File: config.mk
export PLATFORM = sky130hd
export DESIGN_NAME = cdb_arbiter
export DESIGN_NICKNAME = d
export VERILOG_FILES = /design/src/rtl/cdb_arbiter.sv
export SDC_FILE = /design/constraint.sdc
export NUM_CORES = 1
export LEC_CHECK = 0
export BUFFER_PORTS_ARGS = -buffer_cell sky130_fd_sc_hd__buf_2
export CAP_MARGIN = 20
export CORE_ASPECT_RATIO = 1.2
export CORE_MARGIN = 2
export CORE_UTILIZATION = 36
export DETAILED_ROUTE_END_ITERATION = 8
export PLACE_DENSITY_LB_ADDON = 0.05
export SLEW_MARGIN = 20
export SYNTH_ARGS = -nofsm -noshare
export SYNTH_HDL_FRONTEND = slang
export SYNTH_SLANG_ARGS = --single-unit
export TNS_END_PERCENT = 10
File: constraint.sdc
create_clock -name clk -period 5.35 [get_ports clk]
set_input_delay 0.8025 -clock clk [delete_from_list [all_inputs] [get_ports clk]]
set_output_delay 0.8025 -clock clk [all_outputs]
set_load 0.02 [all_outputs]
File: src/rtl/cdb_arbiter.sv
// cdb_arbiter: shares the common data bus among the ALU (src 0), LSB (src 1)
// and branch unit (src 2). Each producer fills a private FIFO; a round-robin
// scheduler pops one head per cycle onto the registered broadcast bus.
module cdb_arbiter #(
    parameter int unsigned TAG_W  = 4,
    parameter int unsigned DATA_W = 32,
    parameter int unsigned ADDR_W = 32,
    parameter int unsigned QDEPTH = 2
) (
    input  logic              clk,
    input  logic              rst,
    input  logic              rdy,
    input  logic              clear,

    input  logic              alu_valid,
    output logic              alu_ready,
    input  logic [TAG_W-1:0]  alu_tag,
    input  logic [DATA_W-1:0] alu_data,

    input  logic              lsb_valid,
    output logic              lsb_ready,
    input  logic [TAG_W-1:0]  lsb_tag,
    input  logic [DATA_W-1:0] lsb_data,

    input  logic              br_valid,
    output logic              br_ready,
    input  logic [TAG_W-1:0]  br_tag,
    input  logic [DATA_W-1:0] br_data,
    input  logic              br_jump_judge,
    input  logic [ADDR_W-1:0] br_pc,

    output logic              cdb_valid,
    output logic [1:0]        cdb_src,
    output logic [TAG_W-1:0]  cdb_tag,
    output logic [DATA_W-1:0] cdb_data,
    output logic              cdb_jump_judge,
    output logic [ADDR_W-1:0] cdb_pc
);

    localparam int unsigned NSRC  = 3;
    localparam int unsigned PTR_W = $clog2(QDEPTH);
    localparam int unsigned CNT_W = PTR_W + 1;

    typedef struct packed {
        logic [TAG_W-1:0]  tag;
        logic [DATA_W-1:0] data;
        logic              jump_judge;
        logic [ADDR_W-1:0] pc;
    } entry_t;

    entry_t           mem   [NSRC][QDEPTH];
    logic [PTR_W-1:0] head  [NSRC];
    logic [PTR_W-1:0] tail  [NSRC];
    logic [CNT_W-1:0] count [NSRC];
    logic [1:0]       last_grant;

    entry_t          in_entry [NSRC];
    entry_t          win;
    logic [NSRC-1:0] valid_in;
    logic [NSRC-1:0] ready;
    logic [NSRC-1:0] req;
    logic [NSRC-1:0] push;
    logic [NSRC-1:0] pop;
    logic            gnt_vld;
    logic [1:0]      gnt_id;
    logic [1:0]      start;
    logic [1:0]      cand;
    logic [2:0]      sum;

    // Normalise producer payloads; non-branch entries carry zero side fields
    always_comb begin
        in_entry[0].tag        = alu_tag;
        in_entry[0].data       = alu_data;
        in_entry[0].jump_judge = 1'b0;
        in_entry[0].pc         = '0;
        in_entry[1].tag        = lsb_tag;
        in_entry[1].data       = lsb_data;
        in_entry[1].jump_judge = 1'b0;
        in_entry[1].pc         = '0;
        in_entry[2].tag        = br_tag;
        in_entry[2].data       = br_data;
        in_entry[2].jump_judge = br_jump_judge;
        in_entry[2].pc         = br_pc;
        valid_in               = {br_valid, lsb_valid, alu_valid};
    end

    // Ready comes only from registered occupancy; a flush drops same-cycle offers
    always_comb begin
        ready = '0;
        req   = '0;
        push  = '0;
        for (int i = 0; i < NSRC; i++) begin
            ready[i] = rdy & (count[i] != CNT_W'(QDEPTH));
            req[i]   = (count[i] != '0);
            push[i]  = valid_in[i] & ready[i] & ~clear & ~rst;
        end
    end

    assign alu_ready = ready[0];
    assign lsb_ready = ready[1];
    assign br_ready  = ready[2];

    // Round-robin pick starting just after the last winner, wrapping 2->0
    always_comb begin
        gnt_vld = 1'b0;
        gnt_id  = last_grant;
        start   = (last_grant == 2'd2) ? 2'd0 : last_grant + 2'd1;
        sum     = '0;
        cand    = '0;
        for (int k = 0; k < NSRC; k++) begin
            sum = 3'(start) + 3'(k);
            if (sum >= 3'd3) begin
                sum = sum - 3'd3;
            end
            cand = sum[1:0];
            if (!gnt_vld && req[cand]) begin
                gnt_vld = 1'b1;
                gnt_id  = cand;
            end
        end
    end

    // Head entry of the winning FIFO and the matching pop strobe
    always_comb begin
        win = '0;
        pop = '0;
        for (int i = 0; i < NSRC; i++) begin
            if (gnt_vld && (gnt_id == 2'(i))) begin
                win    = mem[i][head[i]];
                pop[i] = 1'b1;
            end
        end
    end

    // FIFO storage writes at the tail pointer
    always_ff @(posedge clk) begin
        for (int i = 0; i < NSRC; i++) begin
            if (push[i]) begin
                mem[i][tail[i]] <= in_entry[i];
            end
        end
    end

    // Pointers, occupancy, grant history and the broadcast registers
    always_ff @(posedge clk) begin
        if (rst || (rdy && clear)) begin
            for (int i = 0; i < NSRC; i++) begin
                head[i]  <= '0;
                tail[i]  <= '0;
                count[i] <= '0;
            end
            last_grant     <= 2'd2;
            cdb_valid      <= 1'b0;
            cdb_src        <= '0;
            cdb_tag        <= '0;
            cdb_data       <= '0;
            cdb_jump_judge <= 1'b0;
            cdb_pc         <= '0;
        end else if (rdy) begin
            for (int i = 0; i < NSRC; i++) begin
                if (push[i]) begin
                    tail[i] <= tail[i] + PTR_W'(1);
                end
                if (pop[i]) begin
                    head[i] <= head[i] + PTR_W'(1);
                end
                case ({push[i], pop[i]})
                    2'b10:   count[i] <= count[i] + CNT_W'(1);
                    2'b01:   count[i] <= count[i] - CNT_W'(1);
                    default: count[i] <= count[i];
                endcase
            end
            if (gnt_vld) begin
                last_grant     <= gnt_id;
                cdb_valid      <= 1'b1;
                cdb_src        <= gnt_id;
                cdb_tag        <= win.tag;
                cdb_data       <= win.data;
                cdb_jump_judge <= win.jump_judge;
                cdb_pc         <= win.pc;
            end else begin
                cdb_valid      <= 1'b0;
                cdb_jump_judge <= 1'b0;
                cdb_pc         <= '0;
            end
        end
    end

endmodule
==> flow_summary.html <==
<table>
<tr><th>Metric</th><th>Value</th></tr>
<tr><th colspan="2">Placed design</th></tr>
<tr><td>Port buffer count</td><td>222</td></tr>
<tr><td>Placement-stage cell area</td><td>15760 um2</td></tr>
<tr><td>Final HPWL from detailed placement</td><td>22270 um</td></tr>
<tr><td>Final estimated routing congestion in global placement</td><td>0.7874</td></tr>
<tr><th colspan="2">Floorplan</th></tr>
<tr><td>Die X</td><td>184.6 um</td></tr>
<tr><td>Die Span Y</td><td>220.7 um</td></tr>
<tr><td>Area of the core</td><td>38750 um2</td></tr>
<tr><td>Num rows</td><td>79</td></tr>
<tr><td>Floorplan die area</td><td>40750 um2</td></tr>
<tr><td>IO Count</td><td>223</td></tr>
<tr><td>Starting density of the core</td><td>36.37%</td></tr>
<tr><th colspan="2">Min path</th></tr>
<tr><td>Class of the worst hold path</td><td>input port to flip-flop</td></tr>
<tr><td>End point of the worst hold path</td><td>mem[0][120]</td></tr>
<tr><td>Hold wc startpoint</td><td>alu_data[18]</td></tr>
<tr><td>Worst Hold Path Cells</td><td>1</td></tr>
<tr><th colspan="2">Power</th></tr>
<tr><td>Power per unit of standard cell area</td><td>381.5 nW/um2</td></tr>
<tr><td>Static Leakage</td><td>6.234 nW</td></tr>
<tr><td>Worst IR drop on VDD</td><td>261.2 uV</td></tr>
<tr><th colspan="2">Logic synthesis</th></tr>
<tr><td>Largest area contributor in the netlist</td><td>sky130_fd_sc_hd__edfxtp_1</td></tr>
<tr><td>Post-synthesis register bit count</td><td>367</td></tr>
<tr><td>Ranking of synthesized cells by area</td><td>sky130_fd_sc_hd__edfxtp_1 (63%), sky130_fd_sc_hd__dfxtp_1 (10%), sky130_fd_sc_hd__mux2i_1 (7.5%), sky130_fd_sc_hd__mux2_2 (2.9%), sky130_fd_sc_hd__nor2_1 (2.6%)</td></tr>
<tr><td>Primary FF master, synth</td><td>sky130_fd_sc_hd__edfxtp_1</td></tr>
<tr><td>Number of enable flip-flop cells after synthesis</td><td>294</td></tr>
<tr><td>Post-synthesis average cell area</td><td>14.74 um2</td></tr>
<tr><td>Top-area cell type share of the netlist area</td><td>62.64%</td></tr>
<tr><td>Number of distinct library cells after synthesis</td><td>42</td></tr>
<tr><td>Most used standard cell by instance count after synthesis</td><td>sky130_fd_sc_hd__edfxtp_1</td></tr>
<tr><td>Count of warnings emitted by yosys</td><td>0</td></tr>
<tr><td>Commonest cells in the synthesized netlist</td><td>sky130_fd_sc_hd__edfxtp_1 (294), sky130_fd_sc_hd__mux2i_1 (105), sky130_fd_sc_hd__nor2_1 (96), sky130_fd_sc_hd__nand2_1 (75), sky130_fd_sc_hd__dfxtp_1 (73)</td></tr>
<tr><td>Net count after synthesis</td><td>1112</td></tr>
<tr><td>Sequential element share of the synthesized area</td><td>73.01%</td></tr>
<tr><td>Combined area of all synthesized cells</td><td>14090 um2</td></tr>
<tr><td>Post-synth ARST share</td><td>0%</td></tr>
<tr><td>Cell count after synthesis</td><td>956</td></tr>
<tr><th colspan="2">Clock network</th></tr>
<tr><td>Number of clock buffers inserted by TritonCTS</td><td>40</td></tr>
<tr><td>Number of buffers inserted to repair setup after CTS</td><td>0</td></tr>
<tr><td>Register clock-pin slew on the reported worst setup and hold paths</td><td>60 ps</td></tr>
<tr><td>TritonCTS clock tree</td><td>done</td></tr>
<tr><td>Hold bufs inserted after CTS</td><td>0</td></tr>
<tr><td>H-tree depth</td><td>2</td></tr>
<tr><td>Latest clock arrival within the worst-skew pair</td><td>540 ps</td></tr>
<tr><td>Largest buffer count on any clock path</td><td>3</td></tr>
<tr><td>Clock tree root buffer cell</td><td>sky130_fd_sc_hd__clkbuf_16</td></tr>
<tr><td>Clk sink count</td><td>367</td></tr>
<tr><td>Number of gates resized after cts</td><td>0</td></tr>
<tr><th colspan="2">STA</th></tr>
<tr><td>Setup-failing EPs final</td><td>0</td></tr>
<tr><td>Max Fclk</td><td>346.8 MHz</td></tr>
<tr><td>Final min period</td><td>2883 ps</td></tr>
<tr><td>Final Slew Violations</td><td>0</td></tr>
<tr><td>Setup repair after global routing missed its margin</td><td>false</td></tr>
<tr><td>Worst slew slack as a fraction of its limit</td><td>29.93%</td></tr>
<tr><td>Slew at the pin closest to its max-slew limit</td><td>1051 ps</td></tr>
<tr><td>Final worst path period share</td><td>53.89%</td></tr>
<tr><td>Final Hold Vio Count</td><td>0</td></tr>
<tr><td>Final clock skew</td><td>28.19 ps</td></tr>
<tr><td>Post-Route Setup TNS</td><td>0 ps</td></tr>
<tr><th colspan="2">Critical path</th></tr>
<tr><td>Req. time, crit path</td><td>5520 ps</td></tr>
<tr><td>Launching element type of the critical path</td><td>flip-flop</td></tr>
<tr><td>Critical Path End Type</td><td>flip-flop</td></tr>
<tr><td>Reg2Reg Capture Point</td><td>count[1][0]</td></tr>
<tr><td>Worst setup path category</td><td>flip-flop to flip-flop</td></tr>
<tr><td>Reg2reg path depth</td><td>8</td></tr>
<tr><td>CP peak stage delay</td><td>480 ps</td></tr>
<tr><td>Data arrival time of the critical path</td><td>3060 ps</td></tr>
<tr><td>Most used cell along the critical path</td><td>sky130_fd_sc_hd__ha_1</td></tr>
<tr><td>Maximum fanout count along the critical path</td><td>39</td></tr>
<tr><td>Worst path buffer plus inverter count</td><td>2</td></tr>
<tr><td>Family of cells with the greatest summed delay on the critical path</td><td>compound AO/OA/AOI/OAI gates</td></tr>
<tr><td>FF-to-FF setup slack</td><td>2470 ps</td></tr>
<tr><td>Slowest-stage cell, CP</td><td>sky130_fd_sc_hd__buf_4</td></tr>
<tr><td>Cell Chain, Critical Path</td><td>inv_1 -&gt; ha_1 -&gt; nor2_1 -&gt; o32ai_4 -&gt; buf_4 -&gt; and2_1 -&gt; ha_1 -&gt; o31ai_1</td></tr>
<tr><td>Worst R2R Start</td><td>count[2][0]</td></tr>
<tr><th colspan="2">Routing</th></tr>
<tr><td>DRC errors left</td><td>0</td></tr>
<tr><td>Drt pass-1 iters</td><td>4</td></tr>
<tr><td>Number of routed nets with antenna violations</td><td>0</td></tr>
<tr><td>Detailed-route via count</td><td>8320</td></tr>
<tr><td>Average detailed-routed wire length per instance</td><td>19.83 um</td></tr>
<tr><td>Drt total wl</td><td>34380 um</td></tr>
<tr><td>Iter 0 DRT Violations</td><td>421</td></tr>
<tr><td>Detailed-route vias per instance</td><td>4.798</td></tr>
<tr><th colspan="2">Layout</th></tr>
<tr><td>Post-layout utilization of the core</td><td>44.06%</td></tr>
<tr><td>Filler Cells Inserted</td><td>3617</td></tr>
<tr><td>Post-route cell area</td><td>17070 um2</td></tr>
<tr><td>Area Growth Syn to Fin</td><td>21.13%</td></tr>
<tr><td>Fraction of layout cells with a size suffix above 1</td><td>29.24%</td></tr>
<tr><td>Final-stage net count</td><td>1328</td></tr>
<tr><th colspan="2">GRT</th></tr>
<tr><td>Number of antenna violations at the first check in global routing</td><td>13</td></tr>
<tr><td>GR Overflow Total</td><td>0</td></tr>
<tr><td>Wire length of the first global-routing pass</td><td>51220 um</td></tr>
<tr><td>Largest net degree at the start of global routing</td><td>70</td></tr>
<tr><td>Vias in the first global route</td><td>8332</td></tr>
<tr><td>All-Layer GR Usage</td><td>16.83%</td></tr>
<tr><th colspan="2">Run</th></tr>
<tr><td>Maxcap violations</td><td>0</td></tr>
<tr><th colspan="2">Status</th></tr>
<tr><td>Run status</td><td>complete, no violations</td></tr>
</table>
-- stage by stage --
stage / hold WS, ps / total power [mW] / std cells / setup slack (ps)
after floorplan: 493.1 / 3.604 / 956 / 538.4
after global placement: 430.8 / 3.854 / 1656 / 1950
after detailed placement: 437.2 / 3.856 / 1656 / 1865
after CTS: 420.4 / 6.607 / 1730 / 2426
after global routing: 428.7 / 6.771 / 1730 / 2240
final: 446.0 / 6.512 / 1734 / 2467
-- metal layers --
layer | vias up | part of all wire, % | track usage [%]
li1 | 4040 | - | -
met3 | 61 | 6.8 | 5.053
met2 | 223 | 45 | 25.96
met5 | - | 0.30 | 0
met4 | 18 | 2.3 | 5.159
met1 | 3978 | 45 | 22.92
-- sequential cells by signal, summed over array words and instances, names as in the netlist --
name            cells
count               6
cdb_jump_judge      1
cdb_valid           1
cdb_tag             4
cdb_pc             32
head                3
last_grant          1
cdb_data           32
cdb_src             2
tail                3
mem               282
-- worst register-to-register path, cell delays in order, from the launching register on --
cell,delay (ps)
sky130_fd_sc_hd__edfxtp_1,390
sky130_fd_sc_hd__inv_1,90
sky130_fd_sc_hd__ha_1,320
sky130_fd_sc_hd__nor2_1,170
sky130_fd_sc_hd__o32ai_4,220
sky130_fd_sc_hd__buf_4,480
sky130_fd_sc_hd__and2_1,240
sky130_fd_sc_hd__ha_1,230
sky130_fd_sc_hd__o31ai_1,390
-- logic make-up after synthesis --
kind of cell | synth area share, %
flip-flops | 73.01
AND/OR/NAND/NOR | 5.788
AO/OA/AOI/OAI | 7.484
multiplexers | 10.33
buffers and inverters | 2.362
adder cells (fa/ha/maj) | 0.7103
XOR/XNOR | 0.3108
-- placed cells by master (no fill, tap or decap), types with 2 or more instances in the layout --
cell	count
sky130_fd_sc_hd__clkbuf_16	41
sky130_fd_sc_hd__nand2_1	75
sky130_fd_sc_hd__inv_1	10
sky130_fd_sc_hd__clkbuf_1	14
sky130_fd_sc_hd__nor2_4	5
sky130_fd_sc_hd__nand2b_1	5
sky130_fd_sc_hd__a21oi_1	8
sky130_fd_sc_hd__a221oi_1	36
sky130_fd_sc_hd__clkbuf_8	5
sky130_fd_sc_hd__mux2i_1	105
sky130_fd_sc_hd__ha_1	8
sky130_fd_sc_hd__buf_2	222
sky130_fd_sc_hd__xnor2_1	2
sky130_fd_sc_hd__o22ai_1	36
sky130_fd_sc_hd__diode_2	4
sky130_fd_sc_hd__edfxtp_1	294
sky130_fd_sc_hd__nand3_1	3
sky130_fd_sc_hd__xor2_1	3
sky130_fd_sc_hd__a21o_1	4
sky130_fd_sc_hd__bufinv_16	3
sky130_fd_sc_hd__inv_6	2
sky130_fd_sc_hd__clkinv_2	7
sky130_fd_sc_hd__and2_1	3
sky130_fd_sc_hd__buf_4	14
sky130_fd_sc_hd__o21ai_0	44
sky130_fd_sc_hd__and2_2	2
sky130_fd_sc_hd__o21ai_1	30
sky130_fd_sc_hd__mux2_2	36
sky130_fd_sc_hd__nor2_1	91
sky130_fd_sc_hd__or2_2	2
sky130_fd_sc_hd__dfxtp_1	73
-- worst max path at each step --
| stage | from | to | slack, ps | depth (start not counted) |
|---|---|---|---|---|
| after floorplan | rdy | mem[0][345] | 540 | 3 |
| after global placement | rdy | mem[0][114] | 1950 | 5 |
| after detailed placement | rdy | mem[0][114] | 1860 | 5 |
| after CTS | rdy | mem[0][114] | 2430 | 5 |
| after global routing | rdy | mem[0][114] | 2240 | 5 |
| final | count[2][0] | count[1][0] | 2470 | 8 |
-- where the power goes --
group | switching (mW) | total [mW] | internal, mW
clock | 1.10 | 2.73 | 1.63
sequential | 0.0452 | 3.20 | 3.15
combinational | 0.368 | 0.585 | 0.217
-- layout make-up --
type | instances | area [um2] | share of cell area [%]
repair buffers | 236 | 1216 | 7.124
inverters | 10 | 37.54 | 0.2199
diodes | 4 | 10.01 | 0.05863
flip-flops and latches | 367 | 10290 | 60.28
clock inverters | 14 | 158.9 | 0.9308
clock buffers | 60 | 1147 | 6.721
well taps | 526 | 658.1 | 3.855
multi-input cells | 517 | 3553 | 20.81
(Power assumes the default switching activity.)
